--- config.mk ---
export PLATFORM = sky130hd
export DESIGN_NAME = pong_match_ctrl
export DESIGN_NICKNAME = d
export VERILOG_FILES = /design/src/rtl/pong_match_ctrl.sv
export SDC_FILE = /design/constraint.sdc
export NUM_CORES = 1
export LEC_CHECK = 0
export ABC_CLOCK_PERIOD_IN_PS = 2200
export BUFFER_PORTS_ARGS = -buffer_cell sky130_fd_sc_hd__buf_4
export CAP_MARGIN = 30
export CORE_ASPECT_RATIO = 0.75
export CORE_UTILIZATION = 35
export CTS_BUF_LIST = sky130_fd_sc_hd__clkbuf_8
export CTS_CLUSTER_DIAMETER = 40
export DETAILED_ROUTE_END_ITERATION = 7
export PLACE_DENSITY = 0.6
export SYNTH_ARGS = -nofsm -noshare
export SYNTH_HDL_FRONTEND = slang
export SYNTH_SLANG_ARGS = --single-unit
--- constraint.sdc ---
create_clock -name Clock -period 2.2 [get_ports Clock]
set_input_delay 0 -clock Clock [delete_from_list [all_inputs] [get_ports Clock]]
set_output_delay 0 -clock Clock [all_outputs]
set_load 0.005 [all_outputs]
--- src/rtl/pong_match_ctrl.sv ---
// Match controller for a two-player pong game: serve countdown, scoring,
// pause handling and win detection, all outputs decoded from registered state.
module pong_match_ctrl #(
  parameter int SCORE_W       = 4,
  parameter int WIN_SCORE     = 7,
  parameter int SERVE_TICKS   = 60,
  parameter int WIN_BY_TWO    = 0,
  parameter int SINGLE_PLAYER = 0
) (
  input  logic               Clock,
  input  logic               Reset,
  input  logic               Tick,
  input  logic               Start,
  input  logic               Pause,
  input  logic               MissLeft,
  input  logic               MissRight,
  output logic [SCORE_W-1:0] ScoreLeft,
  output logic [SCORE_W-1:0] ScoreRight,
  output logic [2:0]         State,
  output logic               BallRun,
  output logic               BallRecenter,
  output logic               ServeDir,
  output logic [1:0]         Winner,
  output logic               GameOver
);

  localparam int CNT_W = $clog2(SERVE_TICKS + 1);
  localparam int EXT_W = SCORE_W + 1;
  localparam logic [CNT_W-1:0]   SERVE_LOAD = CNT_W'(SERVE_TICKS);
  localparam logic [SCORE_W-1:0] SCORE_MAX  = '1;
  localparam logic [EXT_W-1:0]   WIN_EXT    = EXT_W'(WIN_SCORE);
  localparam logic [EXT_W-1:0]   LEAD_EXT   = EXT_W'(2);

  typedef enum logic [2:0] {
    IDLE   = 3'd0,
    SERVE  = 3'd1,
    PLAY   = 3'd2,
    PAUSED = 3'd3,
    POINT  = 3'd4,
    OVER   = 3'd5
  } state_t;

  state_t             state, stateNext;
  logic [SCORE_W-1:0] scoreL, scoreLNext;
  logic [SCORE_W-1:0] scoreR, scoreRNext;
  logic [CNT_W-1:0]   cnt, cntNext;
  logic               dir, dirNext;
  logic [1:0]         win, winNext;

  logic               missL, missR;
  logic [EXT_W-1:0]   extL, extR;
  logic               leftWins, rightWins;

  assign missL = MissLeft;
  assign missR = MissRight && (SINGLE_PLAYER == 0);

  // One extra bit keeps "other score + 2" from wrapping at the top of the range.
  assign extL      = {1'b0, scoreL};
  assign extR      = {1'b0, scoreR};
  assign leftWins  = (extL >= WIN_EXT) && ((WIN_BY_TWO == 0) || (extL >= extR + LEAD_EXT));
  assign rightWins = (extR >= WIN_EXT) && ((WIN_BY_TWO == 0) || (extR >= extL + LEAD_EXT));

  // NOTE: reset is sampled on the clock edge only; every register, including the
  // serve counter, has a defined reset value because the outputs decode from them.
  // NOTE: state registers use non-blocking assignments so all of them update
  // together from the values computed in the previous cycle.
  always_ff @(posedge Clock) begin
    if (Reset) begin
      state  <= IDLE;
      scoreL <= '0;
      scoreR <= '0;
      cnt    <= '0;
      dir    <= 1'b1;
      win    <= 2'b00;
    end else begin
      state  <= stateNext;
      scoreL <= scoreLNext;
      scoreR <= scoreRNext;
      cnt    <= cntNext;
      dir    <= dirNext;
      win    <= winNext;
    end
  end

  // NOTE: every next-state value defaults to "hold" first so no path infers a latch.
  always_comb begin
    stateNext  = state;
    scoreLNext = scoreL;
    scoreRNext = scoreR;
    cntNext    = cnt;
    dirNext    = dir;
    winNext    = win;

    unique case (state)
      IDLE: begin
        scoreLNext = '0;
        scoreRNext = '0;
        if (Start) begin
          stateNext = SERVE;
          cntNext   = SERVE_LOAD;
        end
      end
      SERVE: begin
        if (Tick) begin
          if (cnt == CNT_W'(1)) stateNext = PLAY;
          if (cnt != '0)        cntNext   = cnt - 1'b1;
        end
      end
      PLAY: begin
        if (missL && missR) begin
          stateNext = SERVE;
          cntNext   = SERVE_LOAD;
        end else if (missL) begin
          if (scoreR != SCORE_MAX) scoreRNext = scoreR + SCORE_W'(1);
          dirNext   = 1'b0;
          stateNext = POINT;
        end else if (missR) begin
          if (scoreL != SCORE_MAX) scoreLNext = scoreL + SCORE_W'(1);
          dirNext   = 1'b1;
          stateNext = POINT;
        end else if (Pause) begin
          stateNext = PAUSED;
        end
      end
      PAUSED: begin
        if (Pause) stateNext = PLAY;
      end
      POINT: begin
        if (leftWins) begin
          stateNext = OVER;
          winNext   = 2'b01;
        end else if (rightWins) begin
          stateNext = OVER;
          winNext   = 2'b10;
        end else begin
          stateNext = SERVE;
          cntNext   = SERVE_LOAD;
        end
      end
      OVER: begin
        if (Start) begin
          scoreLNext = '0;
          scoreRNext = '0;
          winNext    = 2'b00;
          stateNext  = SERVE;
          cntNext    = SERVE_LOAD;
        end
      end
      default: stateNext = IDLE;
    endcase
  end

  assign ScoreLeft    = scoreL;
  assign ScoreRight   = scoreR;
  assign State        = state;
  assign BallRun      = (state == PLAY);
  assign BallRecenter = (state == IDLE) || (state == SERVE);
  assign ServeDir     = dir;
  assign Winner       = win;
  assign GameOver     = (state == OVER);

endmodule

==> PnR_summary.wiki, run 1 <==
{| class="wikitable"
! Metric !! Value
|-
| Outcome || completed
|-
| Clock Sink Count || 20
|-
| Site row count || 18
|-
| Pin count of the biggest net entering global routing || 22
|-
| Worst reg2reg path startpoint || ScoreLeft[0]
|-
| Avg Vias per Cell || between 5 and 6
|-
| Total global routing track utilization || 17.96%
|-
| Die area || approximately 0.0038 mm^2
|-
| Antenna violations before repair || 0
|-
| Sequential area share after synthesis || roughly a third
|-
| Class of the tightest hold or removal check || input port to flip-flop
|-
| Critical path data required time || around 2400 ps
|-
| Clock edge transition at the registers on the reported setup and hold paths || ~80 ps
|-
| ANT nets after route || 0
|-
| Hold path start || Start
|-
| Worst reg2reg path endpoint || cnt[1]
|-
| Area of the mapped netlist || between 0.001 and 0.0015 mm^2
|-
| Main synth FF type || sky130_fd_sc_hd__dfxtp_1
|-
| Core area || around 0.0034 mm^2
|-
| Via Count || 1,222
|-
| Clock tree from TritonCTS || built
|-
| Peak Freq || 497.5 MHz
|-
| Arrival time worst endpoint || about 2200 ps
|-
| Hold Crit Endpoint || State[2]
|-
| Slowest library cell on the worst path || sky130_fd_sc_hd__and4b_1
|-
| Synth Instances || 151
|-
| Hold Path Depth || 4
|-
| Mean post-synth cell area || between 8 and 9 um^2
|-
| Complex-gate fraction of the synthesized area || between 20% and 30%
|-
| Count of final hold-check violations || 0
|-
| Number of buffers created by CTS || 3
|-
| Most frequent cells in the layout || 25 x sky130_fd_sc_hd__buf_4, 20 x sky130_fd_sc_hd__dfxtp_1, 14 x sky130_fd_sc_hd__a21oi_1
|-
| First-pass GRT wire length || 5209 um
|-
| Iter 0 DRT Violations || between 150 and 200
|-
| Clk_lat worst skew || about 260 ps
|-
| DRC violations left || 0
|-
| Worst R2R Path Depth || 5
|-
| Slew Viols, Final || 0
|-
| Setup_tns || 0 ps
|-
| Chip width || a little over 70 um
|-
| CP Cell Sequence || ha_1, a21oi_1, a211o_1, and4b_1, mux2_1
|-
| Power per unit of standard cell area || 852.8 mW/mm^2
|-
| IO Count || 24
|-
| Number of enable flip-flop cells after synthesis || 0
|-
| Number of antenna repair diodes || 0
|-
| Post-CTS setup buffer count || 0
|-
| Number of buffers and inverters on the critical path || 0
|-
| Post-synthesis sequential element count || 20
|-
| Synthesis-to-layout area growth || 22.35%
|-
| Gate family responsible for the most delay along the worst path || compound AO/OA/AOI/OAI gates
|-
| Netlist cell types || 43
|-
| Final Core Density || between 40% and 50%
|-
| Mux share of post-synthesis cell area || under 10%
|-
| Type of element launching the critical path || flip-flop
|-
| Gr ovfl total || 0
|-
| Adder-Cell Fraction of Synth Area || between 7 and 8%
|-
| Simple-gate share of the synthesized area || 27.35%
|-
| Worst slew slack as a fraction of its limit || a little under 60%
|-
| Number of nets in the layout || 188
|-
| CTS Root Cell || sky130_fd_sc_hd__clkbuf_8
|-
| Worst Tran Pin Value || 630.7 ps
|-
| Post-Route Skew || between 8 and 9 ps
|-
| CP Max Fanout || 6
|-
| Number of input and output port buffers inserted || 23
|-
| Net count after synthesis || roughly 170
|-
| Library cell with the largest summed area after synthesis || sky130_fd_sc_hd__dfxtp_1
|-
| Most common cell after layout, fill and taps aside || sky130_fd_sc_hd__buf_4
|-
| Height of the die || 53.73 um
|-
| Initial Utilization || about 37%
|-
| Half-perimeter wire length after detailed placement || 2333 um
|-
| Maximum single-stage delay on the critical path || around 370 ps
|-
| Portion of the clock cycle consumed by the worst path in the final layout || between 90 and 100%
|-
| Largest cells by area after synthesis || sky130_fd_sc_hd__dfxtp_1 32%, sky130_fd_sc_hd__ha_1 7.0%, sky130_fd_sc_hd__a21oi_1 5.6%
|-
| Proportion of synthesized flip-flops having asynchronous set or reset || 0%
|-
| Layout cell share with drive strength beyond 1 || 19.08%
|-
| First-pass detailed-route iteration total || 6
|-
| Number of hold-repair buffers added at the cts stage || 0
|-
| Worst Hold Margin || about 64 ps
|-
| Xor and xnor fraction of the mapped netlist area || 0%
|-
| Syn. warnings || 0
|-
| Time the final worst path needs with I/O delays and setup || about 2000 ps
|-
| Reported leakage power || roughly 0.60 nW
|-
| Critical path endpoint category || flip-flop
|-
| RSZ-0062 raised after global routing || no
|-
| Overall power || 1.303 mW
|-
| Post-synth top area share || between 30% and 40%
|-
| Depth of the CTS H-tree || 1
|-
| Critical path start-end classification || flip-flop to flip-flop
|-
| Total length of routed wires || about 3200 um
|-
| Finish-stage setup viols || 0
|-
| Register-to-register setup slack || around 190 ps
|-
| Max clock buf depth || 2
|-
| WL/cell || between 15 and 20 um
|-
| Max-cap violations || 0
|-
| Max IR drop VDD || roughly 0.30 mV
|-
| Count of instances resized after the clock tree is built || 0
|-
| Vias in the first global route || between 1,000 and 1,500
|-
| Final estimated routing congestion in global placement || just under 0.9
|-
| Dominant combinational cell family by area after synthesis || simple AND/OR/NAND/NOR gates
|}
-- worst reg2reg max path, stage by stage, from the launching register on --
cell and delay [ps]:
sky130_fd_sc_hd__dfxtp_1 360, sky130_fd_sc_hd__ha_1 260, sky130_fd_sc_hd__a21oi_1 330, sky130_fd_sc_hd__a211o_1 230, sky130_fd_sc_hd__and4b_1 370, sky130_fd_sc_hd__mux2_1 350
-- sequential cells by signal, indices dropped and copies added, names as in the netlist --
| name | count |
|---|---|
| ScoreLeft | 4 |
| ScoreRight | 4 |
| Winner | 2 |
| ServeDir | 1 |
| State | 3 |
| cnt | 6 |
-- cells by family after synthesis --
logic type,after synthesis
simple gates,59
mux,3
fa+ha+maj,7
flops,20
compound gates,45
buf+inv,17
-- worst max path at each step --
stage,start,end,slack (ps),cells past startpoint
floorplan,ScoreLeft[0],cnt[1],380,6
global placement,ScoreLeft[0],cnt[1],360,5
detailed placement,ScoreLeft[0],cnt[1],250,5
CTS,ScoreLeft[0],cnt[1],220,5
global route,ScoreLeft[0],cnt[1],100,5
finish,ScoreLeft[0],cnt[1],190,5
-- metal layers --
layer	track usage [%]	up-vias	wire [um]
met5	0	-	0
met4	2.000	0	14
met3	5.618	4	216
met2	26.44	41	1367
met1	26.27	558	1612
li1	-	619	-
-- synthesized netlist by cell type, types with 2 or more instances --
library cell,n
sky130_fd_sc_hd__dfxtp_1,20
sky130_fd_sc_hd__a21oi_1,14
sky130_fd_sc_hd__nand3_1,12
sky130_fd_sc_hd__inv_1,9
sky130_fd_sc_hd__nand2_1,9
sky130_fd_sc_hd__nor2_1,9
sky130_fd_sc_hd__nor3_1,9
sky130_fd_sc_hd__ha_1,7
sky130_fd_sc_hd__nand2b_1,5
sky130_fd_sc_hd__clkbuf_1,4
sky130_fd_sc_hd__a211o_1,3
sky130_fd_sc_hd__a211oi_1,3
sky130_fd_sc_hd__a311oi_1,3
sky130_fd_sc_hd__and3_1,3
sky130_fd_sc_hd__buf_2,3
sky130_fd_sc_hd__nand4_1,3
sky130_fd_sc_hd__o21a_1,3
sky130_fd_sc_hd__o21ai_0,3
sky130_fd_sc_hd__a21o_1,2
sky130_fd_sc_hd__a31oi_1,2
sky130_fd_sc_hd__mux2i_1,2
sky130_fd_sc_hd__o2111a_1,2
-- through the flow --
step           instances  worst slack [ps]  instance area, um^2
5_1_grt              213             100.7                 1528
6_report             213             189.9                 1528
2_1_floorplan        151             383.7                 1249
3_5_place_dp         209             247.3                 1456
3_3_place_gp         209             357.9                 1456
4_1_cts              213             222.6                 1528
-- cell type report --
cell class	instances	area, um^2
clock buffer	3	41.29
clock inverter	1	30.03
fill	324	1828
inverter	10	37.54
multi-input combinational	114	780.7
sequential	20	400.4
tap	40	50.05
timing repair buffer	25	187.7
-- power breakdown --
group	leakage, nW	internal, mW	switching, mW
Combinational	0.400	0.179	0.250
Sequential	0.163	0.412	0.0918
Clock	0.0357	0.243	0.127
Power figures use the tool's default switching activity.
==> inputs of run 2 (changes only) <==
--- a/config.mk
+++ b/config.mk
@@ -9,6 +9,7 @@
 export BUFFER_PORTS_ARGS = -buffer_cell sky130_fd_sc_hd__buf_4
 export CAP_MARGIN = 30
 export CORE_ASPECT_RATIO = 0.75
+export CORE_MARGIN = 5
 export CORE_UTILIZATION = 35
 export CTS_BUF_LIST = sky130_fd_sc_hd__clkbuf_8
 export CTS_CLUSTER_DIAMETER = 40
==> run 2 against run 1 <==
Compared with the run above:
- maximum frequency grew 3.2%
- final cell count increased by 0.47%
- die area increased by 28%
- via count is 1.1% higher
- critical path depth unchanged
- utilization is 0.22 points higher
- combinational power is 6.3% higher
- wire length grew 3.0%
- sequential power is 3% lower
==> PnR_summary.wiki, run 2 (synthesized netlist as in run 1, its figures left out) <==
{| class="wikitable"
! Metric !! Value
|-
| IO Count || 24 (unchanged)
|-
| Clock Sink Count || 20 (unchanged)
|-
| Count of final hold-check violations || 0 (unchanged)
|-
| Gr ovfl total || 0 (unchanged)
|-
| Layout cell share with drive strength beyond 1 || 19.54% (was 19.08%)
|-
| Reg with most FFs || cnt (unchanged)
|-
| Count of instances resized after the clock tree is built || 0 (unchanged)
|-
| Proportion of total power due to net switching || 35.63% (was 35.98%)
|-
| Time the final worst path needs with I/O delays and setup || 1948 ps (was 2010 ps)
|-
| ANT nets after route || 0 (unchanged)
|-
| First-pass GRT wire length || 5423 um (was 5209 um)
|-
| Post-Route Skew || 7.094 ps (was 8.102 ps)
|-
| DRC violations left || 0 (unchanged)
|-
| Slowest library cell on the worst path || sky130_fd_sc_hd__dfxtp_1 (was sky130_fd_sc_hd__and4b_1)
|-
| RSZ-0062 raised after global routing || no (unchanged)
|-
| Area taken by multi-input logic gates || 780.7 um^2 (unchanged)
|-
| Portion of the clock cycle consumed by the worst path in the final layout || 88.53% (was 91.37%)
|-
| Flip-flop count of the largest register after layout || 6 (unchanged)
|-
| Max IR drop VDD || 0.2385 mV (was 0.3012 mV)
|-
| Clk_lat worst skew || 260 ps (about the same)
|-
| Slew Viols, Final || 0 (unchanged)
|-
| Setup_tns || 0 ps (unchanged)
|-
| Max clock buf depth || 2 (unchanged)
|-
| Number of hold-repair buffers added at the cts stage || 0 (unchanged)
|-
| Clock edge transition at the registers on the reported setup and hold paths || 80 ps (about the same)
|-
| Chip width || 78.97 um (was 70.97 um)
|-
| CP Cell Sequence || ha_1, a21oi_1, a211o_1, and4b_1, mux2_1 (unchanged)
|-
| Switching Power || 468.1 uW (was 468.8 uW)
|-
| Outcome || completed (unchanged)
|-
| Part of the total power dissipated in sequential elements || 37.4% (was 38.7%)
|-
| Worst Tran Pin Value || 646.9 ps (was 630.7 ps)
|-
| Antenna violations before repair || 0 (unchanged)
|-
| Die area || 0.004875 mm^2 (was 0.003813 mm^2)
|-
| Arrival time worst endpoint || 2090 ps (was 2170 ps)
|-
| Site row count || 18 (unchanged)
|-
| Critical path data required time || 2340 ps (was 2360 ps)
|-
| Reported leakage power || 0.6032 nW (was 0.5980 nW)
|-
| Number of nets in the layout || 189 (was 188)
|-
| Most common cell after layout, fill and taps aside || sky130_fd_sc_hd__buf_4 (unchanged)
|-
| Max-cap violations || 0 (unchanged)
|-
| Worst slew slack as a fraction of its limit || 56.61% (was 57.70%)
|-
| Maximum single-stage delay on the critical path || 360 ps (was 370 ps)
|-
| Flip-flop and latch area || 400.4 um^2 (unchanged)
|-
| Proportion of power drawn by the clock network || 27.9% (was 28.4%)
|-
| Clock tree from TritonCTS || built (unchanged)
|-
| Final Core Density || 45.75% (was 45.53%)
|-
| Critical path start-end classification || flip-flop to flip-flop (unchanged)
|-
| Number of antenna repair diodes || 0 (unchanged)
|-
| Vias in the first global route || 1,152 (was 1,036)
|-
| Filler cell count || 328 (was 324)
|-
| Pin count of the biggest net entering global routing || 22 (unchanged)
|-
| Number of buffers created by CTS || 3 (unchanged)
|-
| First-pass detailed-route iteration total || 4 (was 6)
|-
| Finish-stage setup viols || 0 (unchanged)
|-
| Post-CTS setup buffer count || 0 (unchanged)
|-
| Initial Utilization || 37.21% (unchanged)
|-
| Internal power component || 845.6 uW (was 834.1 uW)
|-
| Half-perimeter wire length after detailed placement || 2406 um (was 2333 um)
|-
| Number of input and output port buffers inserted || 23 (unchanged)
|-
| Class of the tightest hold or removal check || input port to flip-flop (unchanged)
|-
| Iter 0 DRT Violations || 200 (was 156)
|-
| Height of the die || 61.73 um (was 53.73 um)
|-
| Final estimated routing congestion in global placement || 0.7947 (was 0.8777)
|-
| Gate power share || 34.7% (was 32.9%)
|-
| WL/cell || 15.45 um (was 15.08 um)
|-
| Via Count || 1,236 (was 1,222)
|-
| Avg Vias per Cell || 5.776 (was 5.737)
|-
| CP Max Fanout || 6 (unchanged)
|-
| Most frequent cells in the layout || 26 x sky130_fd_sc_hd__buf_4, 20 x sky130_fd_sc_hd__dfxtp_1, 14 x sky130_fd_sc_hd__a21oi_1 (was 25 x sky130_fd_sc_hd__buf_4, 20 x sky130_fd_sc_hd__dfxtp_1, 14 x sky130_fd_sc_hd__a21oi_1)
|-
| Synthesis-to-layout area growth || 22.95% (was 22.35%)
|-
| Total global routing track utilization || 14.20% (was 17.96%)
|-
| Type of element launching the critical path || flip-flop (unchanged)
|-
| CTS Root Cell || sky130_fd_sc_hd__clkbuf_8 (unchanged)
|-
| Peak Freq || 513.4 MHz (was 497.5 MHz)
|-
| Critical path endpoint category || flip-flop (unchanged)
|-
| Depth of the CTS H-tree || 1 (unchanged)
|-
| Total length of routed wires || 3306 um (was 3211 um)
|-
| Power per unit of standard cell area || 855.8 mW/mm^2 (was 852.8 mW/mm^2)
|-
| Core area || 0.003356 mm^2 (unchanged)
|}
## run 2: final cells by class
type | count | area share [%]
clock inverter | 1 | 1.956
sequential | 20 | 26.08
multi-input combinational | 114 | 50.86
timing repair buffer | 26 | 12.71
clock buffer | 3 | 2.689
tap | 40 | 3.260
inverter | 10 | 2.445
## run 2: power groups by stage
| stage | logic (mW) | clock network (mW) | registers (mW) |
|---|---|---|---|
| finish | 0.456 | 0.366 | 0.491 |
| detailed placement | 0.450 | 0 | 0.494 |
| global placement | 0.434 | 0 | 0.494 |
| floorplan | 0.327 | 0 | 0.476 |
| CTS | 0.453 | 0.378 | 0.486 |
| global route | 0.509 | 0.392 | 0.497 |
## run 2: worst max-delay path: cells and delay by family, from the launching register on
family                   cells  cell delay [ps]
adder cells (fa/ha/maj)      1              250
flip-flops                   1              360
multiplexers                 1              350
AO/OA/AOI/OAI                2              500
AND/OR/NAND/NOR              1              360
## run 2: final timing paths
path,from,endpoint,slack (ps),depth (start not counted)
setup / recovery,ScoreLeft[0],cnt[1],250,5
hold / removal,Reset,ScoreLeft[1],70,2
setup reg to reg,ScoreLeft[0],cnt[1],250,5
hold reg to reg,Winner[1],Winner[1],480,2
## run 2: metrics by stage
stage                     total power, mW  instances  instance area, um^2  setup WS [ps]  hold WS [ps]
after global placement             0.9286        210                 1464          360.7         306.6
after CTS                           1.317        214                 1535          265.7         57.66
final                               1.314        214                 1535          252.3         70.74
after global routing                1.398        214                 1535          111.0         83.64
after detailed placement           0.9444        210                 1464          269.1         325.0
after floorplan                    0.8026        151                 1249          383.7         173.8
## run 2: routing by layer
layer  wire length, um  GRT usage (%)
met4                 8          3.186
met1              1627          18.93
met3               201          4.323
met5                 0              0
met2              1468          23.02
==> inputs of run 3 (changes only) <==
--- a/config.mk
+++ b/config.mk
@@ -8,7 +8,7 @@
 export ABC_CLOCK_PERIOD_IN_PS = 2200
 export BUFFER_PORTS_ARGS = -buffer_cell sky130_fd_sc_hd__buf_4
 export CAP_MARGIN = 30
-export CORE_ASPECT_RATIO = 0.75
+export CORE_ASPECT_RATIO = 0.8
 export CORE_MARGIN = 5
 export CORE_UTILIZATION = 35
 export CTS_BUF_LIST = sky130_fd_sc_hd__clkbuf_8
==> run 3 against run 2 <==
Compared with the run above:
- wire length fell by 5.5%
- setup slack got worse by 7.1 ps
- non-clock buffer count fell by 1
- design area fell by 2.3%
- critical endpoint is now cnt[3]
- sequential share of layout area rose by 0.61 points
- total power fell by 11%
- first-iteration DRC count fell by 31%
==> PnR_summary.wiki, run 3 (synthesized netlist as in run 1, its figures left out) <==
{| class="wikitable"
! Metric !! Value
|-
| Outcome || completed (unchanged)
|-
| CTS Root Cell || sky130_fd_sc_hd__clkbuf_8 (unchanged)
|-
| Half-perimeter wire length after detailed placement || 2325 um (was 2406 um)
|-
| Reported leakage power || 0.5838 nW (was 0.6032 nW)
|-
| Gr ovfl total || 0 (unchanged)
|-
| Height of the die || 63.43 um (was 61.73 um)
|-
| Via Count || 1,207 (was 1,236)
|-
| Post-Route Skew || 4.559 ps (was 7.094 ps)
|-
| Worst slew slack as a fraction of its limit || 59.95% (was 56.61%)
|-
| Most common cell after layout, fill and taps aside || sky130_fd_sc_hd__buf_4 (unchanged)
|-
| Number of buffers created by CTS || 3 (unchanged)
|-
| DRC violations left || 0 (unchanged)
|-
| First-pass detailed-route iteration total || 4 (unchanged)
|-
| Post-CTS setup buffer count || 0 (unchanged)
|-
| ANT nets after route || 0 (unchanged)
|-
| Max-cap violations || 0 (unchanged)
|-
| Synthesis-to-layout area growth || 20.14% (was 22.95%)
|-
| Worst Tran Pin Value || 597.1 ps (was 646.9 ps)
|-
| Most frequent cells in the layout || 25 x sky130_fd_sc_hd__buf_4, 20 x sky130_fd_sc_hd__dfxtp_1, 14 x sky130_fd_sc_hd__a21oi_1 (was 26 x sky130_fd_sc_hd__buf_4, 20 x sky130_fd_sc_hd__dfxtp_1, 14 x sky130_fd_sc_hd__a21oi_1)
|-
| Reg with most FFs || cnt (unchanged)
|-
| Slew Viols, Final || 0 (unchanged)
|-
| Peak Freq || 511.6 MHz (was 513.4 MHz)
|-
| First-pass GRT wire length || 5526 um (was 5423 um)
|-
| WL/cell || 14.60 um (was 15.45 um)
|-
| Setup_tns || 0 ps (unchanged)
|-
| Hold Path Depth || 4 (was 2)
|-
| Count of instances resized after the clock tree is built || 0 (unchanged)
|-
| Arrival time worst endpoint || 2150 ps (was 2090 ps)
|-
| Critical path data required time || 2390 ps (was 2340 ps)
|-
| Total global routing track utilization || 13.48% (was 14.20%)
|-
| Finish-stage setup viols || 0 (unchanged)
|-
| Avg Vias per Cell || 5.640 (was 5.776)
|-
| Layout cell share with drive strength beyond 1 || 18.60% (was 19.54%)
|-
| Number of antenna repair diodes || 0 (unchanged)
|-
| Site row count || 19 (was 18)
|-
| Final Core Density || 43.52% (was 45.75%)
|-
| Chip width || 76.78 um (was 78.97 um)
|-
| Clock tree from TritonCTS || built (unchanged)
|-
| Worst Hold Margin || 66.96 ps (was 70.74 ps)
|-
| Critical path endpoint category || flip-flop (unchanged)
|-
| Antenna violations before repair || 0 (unchanged)
|-
| Depth of the CTS H-tree || 1 (unchanged)
|-
| Critical path start-end classification || flip-flop to flip-flop (unchanged)
|-
| Type of element launching the critical path || flip-flop (unchanged)
|-
| Time the final worst path needs with I/O delays and setup || 1955 ps (was 1948 ps)
|-
| Initial Utilization || 36.23% (was 37.21%)
|-
| Clk_lat worst skew || 250 ps (was 260 ps)
|-
| Number of input and output port buffers inserted || 23 (unchanged)
|-
| Clock Sink Count || 20 (unchanged)
|-
| Count of final hold-check violations || 0 (unchanged)
|-
| IO Count || 24 (unchanged)
|-
| Max clock buf depth || 2 (unchanged)
|-
| Core area || 0.003447 mm^2 (was 0.003356 mm^2)
|-
| Worst R2R Path Depth || 4 (was 5)
|-
| Max IR drop VDD || 0.3196 mV (was 0.2385 mV)
|-
| CP Max Fanout || 17 (was 6)
|-
| Final estimated routing congestion in global placement || 0.8413 (was 0.7947)
|-
| Number of nets in the layout || 188 (was 189)
|-
| Class of the tightest hold or removal check || input port to flip-flop (unchanged)
|-
| Die area || 0.004870 mm^2 (was 0.004875 mm^2)
|-
| Portion of the clock cycle consumed by the worst path in the final layout || 88.85% (was 88.53%)
|-
| Pin count of the biggest net entering global routing || 22 (unchanged)
|-
| Vias in the first global route || 1,155 (was 1,152)
|-
| RSZ-0062 raised after global routing || no (unchanged)
|-
| Iter 0 DRT Violations || 139 (was 200)
|-
| Flip-flop count of the largest register after layout || 6 (unchanged)
|-
| Clock edge transition at the registers on the reported setup and hold paths || 70 ps (was 80 ps)
|-
| Total length of routed wires || 3125 um (was 3306 um)
|-
| Number of hold-repair buffers added at the cts stage || 0 (unchanged)
|-
| Overall power || 1.166 mW (was 1.314 mW)
|-
| Power per unit of standard cell area || 777.0 mW/mm^2 (was 855.8 mW/mm^2)
|}
## run 3: changes by cell type in the layout (fill, tap and decap cells not counted)
cell and delta:
sky130_fd_sc_hd__bufinv_16 -1, sky130_fd_sc_hd__buf_4 -1
## run 3: final cells by class
| type | instances | area, um^2 |
|---|---|---|
| tap | 42 | 52.55 |
| multi-input combinational | 114 | 780.7 |
| clock buffer | 3 | 41.29 |
| inverter | 10 | 37.54 |
| sequential | 20 | 400.4 |
| timing repair buffer | 25 | 187.7 |
| fill | 328 | 1947 |
## run 3: worst paths after layout
check	from	end	slack (ps)
max	State[2]	cnt[3]	250
min	Start	State[2]	70
max reg2reg	State[2]	cnt[3]	250
min reg2reg	Winner[1]	Winner[1]	490
## run 3: stage by stage
stage          setup WS, ps  area (um^2)  std cells
3_5_place_dp          304.9         1459        211
4_1_cts               267.4         1500        214
5_1_grt               52.69         1500        214
3_3_place_gp          363.3         1459        211
6_report              245.2         1500        214
2_1_floorplan         383.7         1249        151
## run 3: power breakdown
part,internal (mW),leakage (nW),total (mW),switching [mW]
sequential,0.412,0.163,0.503,0.0907
combinational,0.179,0.400,0.424,0.246
clock,0.122,0.0216,0.238,0.116
## run 3: critical path, cell delays in order, from the launching register on
cell	delay [ps]
sky130_fd_sc_hd__dfxtp_1	670
sky130_fd_sc_hd__mux2i_1	570
sky130_fd_sc_hd__nor3_1	130
sky130_fd_sc_hd__a311oi_1	340
sky130_fd_sc_hd__o21a_1	190
## run 3: per-layer routing
layer  global-route usage [%]  vias to the layer above  share of wire, %
met2                    20.76                       47                44
li1                         -                      611                 -
met1                    17.93                      543                49
met3                    4.701                        6               5.8
met5                        0                        -                 0
met4                    3.275                        0               1.6
